$ cat config.mk
export PLATFORM = sky130hd
export DESIGN_NAME = inst_sequencer
export DESIGN_NICKNAME = d
export VERILOG_FILES = /design/src/rtl/inst_sequencer.sv
export SDC_FILE = /design/constraint.sdc
export NUM_CORES = 1
export LEC_CHECK = 0
export CELL_PAD_IN_SITES_DETAIL_PLACEMENT = 1
export CELL_PAD_IN_SITES_GLOBAL_PLACEMENT = 2
export CORE_ASPECT_RATIO = 0.75
export CORE_MARGIN = 3
export CORE_UTILIZATION = 24
export DETAILED_ROUTE_END_ITERATION = 10
export GPL_TIMING_DRIVEN = 0
export PLACE_DENSITY_LB_ADDON = 0.1
export SYNTH_ARGS = -nofsm -noshare
export SYNTH_HDL_FRONTEND = slang
export SYNTH_SLANG_ARGS = --single-unit
$ cat constraint.sdc
create_clock -name clk -period 2.3 [get_ports clk]
set_input_delay 0.46 -clock clk [delete_from_list [all_inputs] [get_ports clk]]
set_output_delay 0.46 -clock clk [all_outputs]
set_load 0.005 [all_outputs]
$ cat src/rtl/inst_sequencer.sv
// Multi-cycle control sequencer: owns PC and IR, fetches over a req/ack handshake,
// gates register-file and data-memory strobes from decoder fields, resolves branches.
module inst_sequencer #(
  parameter int              PC_W     = 8,
  parameter logic [PC_W-1:0] RESET_PC = {PC_W{1'b0}}
) (
  input  logic            clk,
  input  logic            rst,
  input  logic            run,
  output logic [PC_W-1:0] imem_addr,
  output logic            imem_req,
  input  logic            imem_ack,
  input  logic [15:0]     imem_data,
  output logic [15:0]     inst,
  input  logic [2:0]      bs,
  input  logic [5:0]      off,
  input  logic            halt,
  input  logic            md,
  input  logic            mw,
  input  logic            ld,
  input  logic            zero,
  input  logic            neg,
  output logic            rf_we,
  output logic            dmem_req,
  output logic            dmem_we,
  input  logic            dmem_ack,
  output logic [PC_W-1:0] pc,
  output logic            halted,
  output logic [15:0]     retire_cnt
);

  typedef enum logic [1:0] {
    S_IDLE  = 2'b00,
    S_FETCH = 2'b01,
    S_EXEC  = 2'b10,
    S_MEM   = 2'b11
  } state_t;

  state_t          state_q, state_d;
  logic [PC_W-1:0] pc_q, pc_d;
  logic [15:0]     ir_q, ir_d;
  logic [15:0]     retire_q, retire_d;
  logic [PC_W-1:0] pc_inc_s;
  logic [PC_W-1:0] off_ext_s;
  logic            taken_s;

  function automatic logic branch_taken(input logic [2:0] sel, input logic z, input logic n);
    case (sel)
      3'b000:  return z;
      3'b001:  return ~z;
      3'b010:  return ~n;
      3'b011:  return n;
      default: return 1'b0;
    endcase
  endfunction

  // PC arithmetic wraps silently at PC_W bits
  assign pc_inc_s  = pc_q + {{(PC_W-1){1'b0}}, 1'b1};
  assign off_ext_s = PC_W'($signed(off));
  assign taken_s   = branch_taken(bs, zero, neg);

  assign imem_addr  = pc_q;
  assign pc         = pc_q;
  assign inst       = ir_q;
  assign retire_cnt = retire_q;
  assign halted     = (state_q == S_IDLE);

  // State, PC, IR and retire counter registers
  always_ff @(posedge clk or posedge rst) begin
    if (rst) begin
      state_q  <= S_IDLE;
      pc_q     <= RESET_PC;
      ir_q     <= 16'h0000;
      retire_q <= 16'h0000;
    end else begin
      state_q  <= state_d;
      pc_q     <= pc_d;
      ir_q     <= ir_d;
      retire_q <= retire_d;
    end
  end

  // Next-state and strobe decode from the registered state
  always_comb begin
    state_d  = state_q;
    pc_d     = pc_q;
    ir_d     = ir_q;
    retire_d = retire_q;
    imem_req = 1'b0;
    rf_we    = 1'b0;
    dmem_req = 1'b0;
    dmem_we  = 1'b0;
    case (state_q)
      S_IDLE: begin
        if (run) begin
          state_d = S_FETCH;
        end else begin
          state_d = S_IDLE;
        end
      end
      S_FETCH: begin
        imem_req = 1'b1;
        if (imem_ack) begin
          ir_d    = imem_data;
          state_d = S_EXEC;
        end else begin
          state_d = S_FETCH;
        end
      end
      S_EXEC: begin
        if (halt) begin
          pc_d    = pc_inc_s;
          state_d = S_IDLE;
        end else if (md) begin
          state_d = S_MEM;
        end else begin
          // branches never write the register file, whatever ld says
          rf_we    = ld & (bs == 3'b100);
          pc_d     = taken_s ? (pc_inc_s + off_ext_s) : pc_inc_s;
          retire_d = retire_q + 16'h0001;
          state_d  = S_FETCH;
        end
      end
      S_MEM: begin
        dmem_req = 1'b1;
        dmem_we  = mw;
        if (dmem_ack) begin
          rf_we    = ld;
          pc_d     = pc_inc_s;
          retire_d = retire_q + 16'h0001;
          state_d  = S_FETCH;
        end else begin
          state_d = S_MEM;
        end
      end
      default: begin
        state_d = S_IDLE;
      end
    endcase
  end

endmodule

==> qor.yml, run 1 <==
global_routing:
  overflow: 0
  grt_pass1_vias: 2117
  grt_start_max_net_pins: 24
  grt_usage: 0.122
  antenna_found_initial: 0
  grt_pass1_wl_um: 10900
run_status:
  violations: "negative setup slack"
  run_status: "finished with violations"
yosys:
  synth.yosys.seq_area_share: 0.435
  synth_edf_count: 0
  synth_warnings: 0
  synth_ff_type: "dfrtp_1"
  ys_types: 48
  synth_area_mm2: 0.00241
  syn_avg_cell_area_um2: 10.4
  syn_nets: 278
  async_flop_share: 1.00
  synthCells: 231
  yosys_register_bits: 42
placement:
  routabilityCongestion: 0.720
  port_buffers: 88
  dpl.hpwl_um: 5030
  dp.cells: 452
critical_path:
  startpoint_type: "register"
  critPathMaxFanout: 4
  crit_required_ns: 2.46
  crit_arrival_ns: 2.53
  path_class: "reg -> reg"
  cp-end-kind: "register"
detailed_routing:
  vias: 2102
  drc: 0
  wl_per_cell_um: 14.6
  drt-total-wl_um: 6900
  avgViaCountPerCell: 4.45
  first_pass_iters: 4
  drt_iter0_drc: 69
  antenna_left: 0
layout:
  syn2layout_area_growth_pct: 60.4
  stdcell_count: 472
  layout_commonest_cell: "clkdlybuf4s50_1"
  drive_gt1_frac: 0.241
  n_antenna_cell: 0
  final_nets: 387
  final_cell_mix: "clkdlybuf4s50_1, dfrtp_1, buf_4"
timing:
  hold_ws_ns: 0.483
  finalHoldViolations: 0
  period_needed_ns: 2.36
  rsz0062_at_grt: "true"
  setup_ws_ns: -0.0625
  relSlewSlack: 0.683
  finalCritPeriodShare: 1.03
  finClkSkew_ns: 0.00652
  maxSlewViolCount: 0
  worst_slew_pin_slew_ns: 0.475
  fmax_mhz: 423
  setup_violations: 1
clock_network:
  clk_transition_reported_paths_ns: 0.06
  root_buffer: "clkbuf_16"
  cts_sinks: 42
  clockBufferDepth: 2
  cts_tree: "built"
  cts_buffers: 5
  cts_hold_buf: 0
  clk_latency_ns: 0.28
  cts_max_level: 2
die:
  design.core.area_mm2: 0.00974
  die_x_um: 122
  io_pins: 89
  rows: 31
  initial_core_util: 0.248
  die_area_mm2: 0.0113
  fp.dieH_um: 92.8
power_and_ir_drop:
  power_density_mw_per_mm2: 1180
  power_leakage_nw: 1.64
  power_mw: 4.57
  ir_drop_mv: 0.374
run:
  drv_cap: 0
worst_hold_path:
  worstHoldPathType: "reg -> reg"
[cell families (layout without fill, tap and decap cells)]
group           count (synthesis)  after routing  synth area share
compound gates                 40             40             0.114
fa+ha+maj                      11             11            0.0601
buf+inv                        24            133            0.0550
xor+xnor                       24             24            0.0871
flops                          42             42             0.435
mux                            19             19            0.0871
simple gates                   71             71             0.161
[per-layer routing]
layer,vias to the layer above,wire [um],global-route usage
met1,1017,3590,0.181
met5,-,0,0
li1,1027,-,-
met2,53,2890,0.173
met4,0,48,0.0280
met3,5,364,0.0360
[synth_stat cells (all sizes together) (5+ instances only)]
library cell | instances | area [um2]
dfrtp | 42 | 1050
nand2 | 17 | 63.8
xnor2 | 17 | 149
mux2 | 16 | 180
buf | 13 | 91.3
nor2 | 13 | 51.3
a21oi | 10 | 50.1
ha | 10 | 125
o21ai | 10 | 50.0
inv | 9 | 33.8
nand3 | 9 | 50.1
xor2 | 7 | 61.3
nand4 | 5 | 31.3
nor2b | 5 | 31.3
[worst max-delay path, cell delays in order, from the launching register on]
cell and delay [ns]:
dfrtp_2 0.41, ha_4 0.18, nand3_4 0.11, nor2_2 0.15, xor2_2 0.19, ha_1 0.30, nand2_1 0.08, nand3b_1 0.07
o221a_2 0.28, a21oi_2 0.14, nor4_1 0.06, a211o_1 0.28
[power breakdown]
part / leakage [nW] / switching [mW] / total [mW] / internal, mW
sequential: 0.518 / 0.247 / 1.25 / 1.01
combinational: 1.04 / 1.01 / 2.51 / 1.50
clock: 0.0829 / 0.275 / 0.811 / 0.535
total: 1.64 / 1.53 / 4.57 / 3.04
[cell type report]
| type | count | area (um2) |
|---|---|---|
| Multi-Input combinational cell | 165 | 1340 |
| Timing Repair Buffer | 103 | 1010 |
| Sequential cell | 42 | 1060 |
| Clock inverter | 1 | 30.0 |
| Clock buffer | 6 | 139 |
| Tap cell | 132 | 165 |
| Inverter | 9 | 33.8 |
| Fill cell | 1082 | 5860 |
| Buffer | 14 | 95.1 |
[through the flow]
stage | area [um2] | setup slack [ns] | utilization | setup TNS, ns
4_1_cts | 3780 | -0.120 | 0.388 | -0.238
2_1_floorplan | 2430 | -0.0216 | - | -0.0216
6_report | 3870 | -0.0625 | 0.398 | -0.0625
3_5_place_dp | 3490 | -0.421 | 0.359 | -1.65
5_1_grt | 3870 | -0.206 | 0.398 | -0.410
3_3_place_gp | 3470 | -0.436 | 0.357 | -9.73
[state kept, by name, summed over array words and instances (netlist names)]
name	cells
inst	16
imem_addr	8
state_q	2
retire_cnt	16
[path summary, 6_finish.rpt]
| path | cells past startpoint | slack [ns] | to | from |
|---|---|---|---|---|
| max | 11 | -0.06 | imem_addr[7] | imem_addr[0] |
| min | 1 | 0.48 | retire_cnt[15] | retire_cnt[15] |
| max reg2reg | 11 | -0.06 | imem_addr[7] | imem_addr[0] |
| min reg2reg | 1 | 0.48 | retire_cnt[15] | retire_cnt[15] |
| max in group asynchronous | 3 | 1.29 | imem_addr[0] | rst |
| min in group asynchronous | 2 | 0.50 | inst[6] | rst |
[timing repair]
action,4_1_cts,5_1_grt
resized for setup,13,17
endpoints found under the hold margin,0,0
pin swaps,8,9
endpoints found under the setup margin,4,4
setup buffers,9,5
Note: power is estimated with default switching activity, not from simulation.
==> run 2, diff against run 1 <==
Settings changed: CORE_UTILIZATION 24 to 27.
Clock period 2.3 ns to 2.2 ns, I/O delays scaled along.
==> qor.yml, run 2 (synthesis gave the netlist of run 1 again) <==
run_status:
  run_status: "finished with violations"
  violations: "negative setup slack"
clock_network:
  clk_latency_ns: 0.28
  cts_buffers: 5
  cts_sinks: 42
  clockBufferDepth: 2
  cts_tree: "built"
  clk_transition_reported_paths_ns: 0.06
  root_buffer: "clkbuf_16"
  cts_max_level: 2
global_routing:
  antenna_found_initial: 0
  grt_usage: 0.141
  grt_start_max_net_pins: 38
  overflow: 0
  grt_pass1_vias: 2247
  grt_pass1_wl_um: 11400
timing:
  worst_slew_pin_slew_ns: 0.469
  period_needed_ns: 2.34
  finalHoldViolations: 0
  fmax_mhz: 428
  fin_tns_setup_ns: -0.320
  finalCritPeriodShare: 1.06
  relSlewSlack: 0.687
  setup_violations: 4
  finClkSkew_ns: 0.00467
  setup_ws_ns: -0.136
  maxSlewViolCount: 0
  rsz0062_at_grt: "true"
detailed_routing:
  top_layer_used: "met4"
  wl_met3_um: 313
  drt-total-wl_um: 7010
  met2_length_um: 3050
  vias: 2116
  drt_iter0_drc: 36
  wl_per_cell_um: 15.6
  met1Wirelength_um: 3620
  antenna_left: 0
  avgViaCountPerCell: 4.71
  drc: 0
  first_pass_iters: 4
die:
  initial_core_util: 0.282
  io_pins: 89
  die_area_mm2: 0.0101
  design.core.area_mm2: 0.00856
  rows: 29
  fp.dieH_um: 87.9
  die_x_um: 115
critical_path:
  path_class: "reg -> reg"
  max_stage_delay_ns: 0.40
  cp-end-kind: "register"
  r2r-start: "imem_addr[0]"
  path_buf_inv: 1
  startpoint_type: "register"
  crit_required_ns: 2.36
  crit_arrival_ns: 2.50
  cp-startpoint: "imem_addr[0]"
  crit_family: "simple AND/OR/NAND/NOR gates"
  worstPathCellList: "buf_6 > and4_4 > nand2_1 > xnor2_2 > ha_1 > o21ai_1 > nand3b_1 > o221a_4 > a211oi_1 > nand4b_1 > a211o_1"
  crit_slowest_cell: "dfrtp_2"
  critPathMaxFanout: 7
layout:
  n_antenna_cell: 0
  final_cell_mix: "clkdlybuf4s50_1, dfrtp_1, buf_4"
  layout_commonest_cell: "clkdlybuf4s50_1"
  drive_gt1_frac: 0.258
  final_nets: 387
  syn2layout_area_growth_pct: 59.7
run:
  drv_cap: 0
power_and_ir_drop:
  power_density_mw_per_mm2: 1240
  ir_drop_mv: 0.410
  power_mw: 4.76
  power_leakage_nw: 1.62
placement:
  dpl.hpwl_um: 5140
  port_buffers: 88
  routabilityCongestion: 0.750
worst_hold_path:
  worstHoldPathType: "in -> async"
[run 2: where the power goes]
part	internal (mW)	switching (mW)	total (mW)
Combinational	1.61	1.09	2.70
Sequential	1.05	0.269	1.32
Clock	0.449	0.292	0.741
[run 2: stage by stage]
step	area [um2]	hold slack, ns	setup slack, ns	instances	util
after floorplan	2430	0.465	-0.122	231	-
after CTS	3810	0.378	-0.194	449	0.444
after global placement	3440	0.476	-0.500	427	0.402
after global routing	3850	0.401	-0.278	449	0.450
after detailed placement	3460	0.481	-0.520	428	0.404
final	3850	0.377	-0.136	449	0.450
[run 2: layer usage]
layer,vias up,track usage
li1,1028,-
met1,1029,0.207
met2,57,0.213
met3,2,0.0311
met4,0,0.0256
met5,-,0
[run 2: worst paths after layout]
kind                                 end  slack (ns)  cells past startpoint
setup / recovery            imem_addr[7]       -0.14                     11
hold / removal             retire_cnt[6]        0.38                      2
setup reg to reg            imem_addr[7]       -0.14                     11
hold reg to reg            retire_cnt[8]        0.49                      1
max in group asynchronous   imem_addr[0]        1.38                      3
min in group clk           retire_cnt[8]        0.49                      1
[run 2: worst register-to-register path: cells and delay by family, from the launching register on]
kind	cells	cell delay [ns]
xor+xnor	1	0.16
flops	1	0.40
buf+inv	1	0.14
fa+ha+maj	1	0.31
simple gates	4	0.65
compound gates	4	0.58
[run 2: layout make-up]
cell class | instances | area (um2)
clock inverters | 2 | 12.5
clock buffers | 6 | 139
flip-flops and latches | 42 | 1060
inverters | 9 | 33.8
repair buffers | 103 | 1010
multi-input cells | 165 | 1370
fillers | 952 | 4710
plain buffers | 14 | 95.1
well taps | 108 | 135
[run 2: timing repair]
action | 4_1_cts | 5_1_grt
pin swaps | 17 | 8
setup endpoints to repair | 4 | 5
setup buffers | 14 | 0
hold endpoints to repair | 0 | 0
hold buffers | 0 | 0
gates resized for setup | 28 | 8
==> run 3, diff against run 2 <==
Settings changed: MAX_ROUTING_LAYER from default to met4.
==> qor.yml, run 3 (synthesis gave the netlist of run 1 again) <==
worst_hold_path:
  worstHoldPathType: "in -> async"
detailed_routing:
  vias: 2112
  drc: 0
  avgViaCountPerCell: 4.69
  wl_per_cell_um: 15.6
  drt-total-wl_um: 7010
  antenna_left: 0
  first_pass_iters: 4
  drt_iter0_drc: 60
clock_network:
  cts_buffers: 5
  clk_latency_ns: 0.28
  clk_transition_reported_paths_ns: 0.06
  cts_sinks: 42
  cts_max_level: 2
  root_buffer: "clkbuf_16"
  cts_tree: "built"
  clockBufferDepth: 2
timing:
  setup_ws_ns: -0.135
  hold_ws_ns: 0.376
  relSlewSlack: 0.696
  fmax_mhz: 428
  fin_tns_setup_ns: -0.316
  period_needed_ns: 2.34
  maxSlewViolCount: 0
  worst_slew_pin_slew_ns: 0.455
  finalCritPeriodShare: 1.06
  finalHoldViolations: 0
  setup_violations: 4
  rsz0062_at_grt: "true"
  finClkSkew_ns: 0.00473
power_and_ir_drop:
  switching_share: 0.346
  seqPwrFrac: 0.276
  p_clk_frac: 0.155
  power_leakage_nw: 1.63
  p_switching_mw: 1.65
  combinationalPowerShare: 0.568
  internal-power_mw: 3.13
  power_density_mw_per_mm2: 1240
  power_mw: 4.78
  ir_drop_mv: 0.411
die:
  rows: 29
  die_x_um: 115
  initial_core_util: 0.282
  design.core.area_mm2: 0.00856
  fp.dieH_um: 87.9
  io_pins: 89
  die_area_mm2: 0.0101
critical_path:
  startpoint_type: "register"
  critPathMaxFanout: 5
  cp-end-kind: "register"
  crit_required_ns: 2.37
  path_class: "reg -> reg"
  crit_slowest_cell: "dfrtp_2"
  worstPathCellList: "ha_4 > nand3_4 > nor2_2 > xor2_2 > ha_1 > a21oi_1 > o221a_4 > a211oi_1 > nand4b_1 > a211o_1"
  max_stage_delay_ns: 0.40
  crit_arrival_ns: 2.50
layout:
  layout_commonest_cell: "clkdlybuf4s50_1"
  stdcell_count: 450
  syn2layout_area_growth_pct: 60.0
  n_antenna_cell: 0
  drive_gt1_frac: 0.260
  final_nets: 388
  final_cell_mix: "clkdlybuf4s50_1, dfrtp_1, buf_4"
placement:
  port_buffers: 88
  routabilityCongestion: 0.760
  dp.cells: 428
  dpl.hpwl_um: 5140
  dp_slack_ns: -0.520
run:
  drv_cap: 0
global_routing:
  grt_pass1_wl_um: 11400
  grt_usage: 0.145
  grt_pass1_vias: 2236
  grt_start_max_net_pins: 38
  overflow: 0
  antenna_found_initial: 0
run_status:
  violations: "negative setup slack"
  run_status: "finished with violations"
-- run 3: cell types whose count changed in the layout (fill, tap and decap cells not counted) --
cell / previous run / this run
buf_4: 21 / 22
-- run 3: path summary, 6_finish.rpt --
check	endpoint	cells past startpoint	slack [ns]	from
max	imem_addr[7]	10	-0.14	imem_addr[1]
min	retire_cnt[6]	2	0.38	rst
max reg2reg	imem_addr[7]	10	-0.14	imem_addr[1]
min reg2reg	retire_cnt[8]	1	0.49	retire_cnt[8]
max in group asynchronous	imem_addr[0]	3	1.38	rst
min in group clk	retire_cnt[8]	1	0.49	retire_cnt[8]
-- run 3: power by group through the flow --
stage	Clock [mW]	Combinational, mW	Sequential [mW]
2_1_floorplan	0	1.25	1.28
3_3_place_gp	0	2.29	1.29
3_5_place_dp	0	2.32	1.31
4_1_cts	0.768	2.66	1.32
5_1_grt	0.806	2.99	1.37
6_report	0.742	2.72	1.32
-- run 3: per-layer routing --
layer | track usage | part of all wire | vias up
met3 | 0.0276 | 0.037 | 4
li1 | - | - | 1030
met4 | 0.0256 | 0.0054 | 0
met5 | - | 0 | -
met1 | 0.212 | 0.53 | 1025
met2 | 0.212 | 0.43 | 53
-- run 3: what timing repair did --
action | 4_1_cts | 5_1_grt
gates cloned | 0 | 0
pin swaps | 17 | 8
hold buffers | 0 | 0
resized for setup | 28 | 8
endpoints found under the setup margin | 4 | 5
setup buffers | 14 | 1
-- run 3: cell type report --
cell class	instances	area [um2]
repair buffers	104	1020
clock inverters	2	12.5
well taps	108	135
flip-flops and latches	42	1060
multi-input cells	165	1370
inverters	9	33.8
clock buffers	6	139
plain buffers	14	95.1
fillers	952	4700
-- run 3: worst max-delay path, delay by kind of cell, from the launching register on --
| kind | cells | cell delay, ns |
|---|---|---|
| compound gates | 4 | 0.74 |
| fa+ha+maj | 2 | 0.47 |
| simple gates | 3 | 0.45 |
| flops | 1 | 0.40 |
| xor+xnor | 1 | 0.18 |
-- run 3: metrics by stage --
step / area [um2] / util
floorplan: 2430 / -
global placement: 3440 / 0.402
detailed placement: 3460 / 0.404
CTS: 3810 / 0.444
global route: 3860 / 0.451
finish: 3860 / 0.451
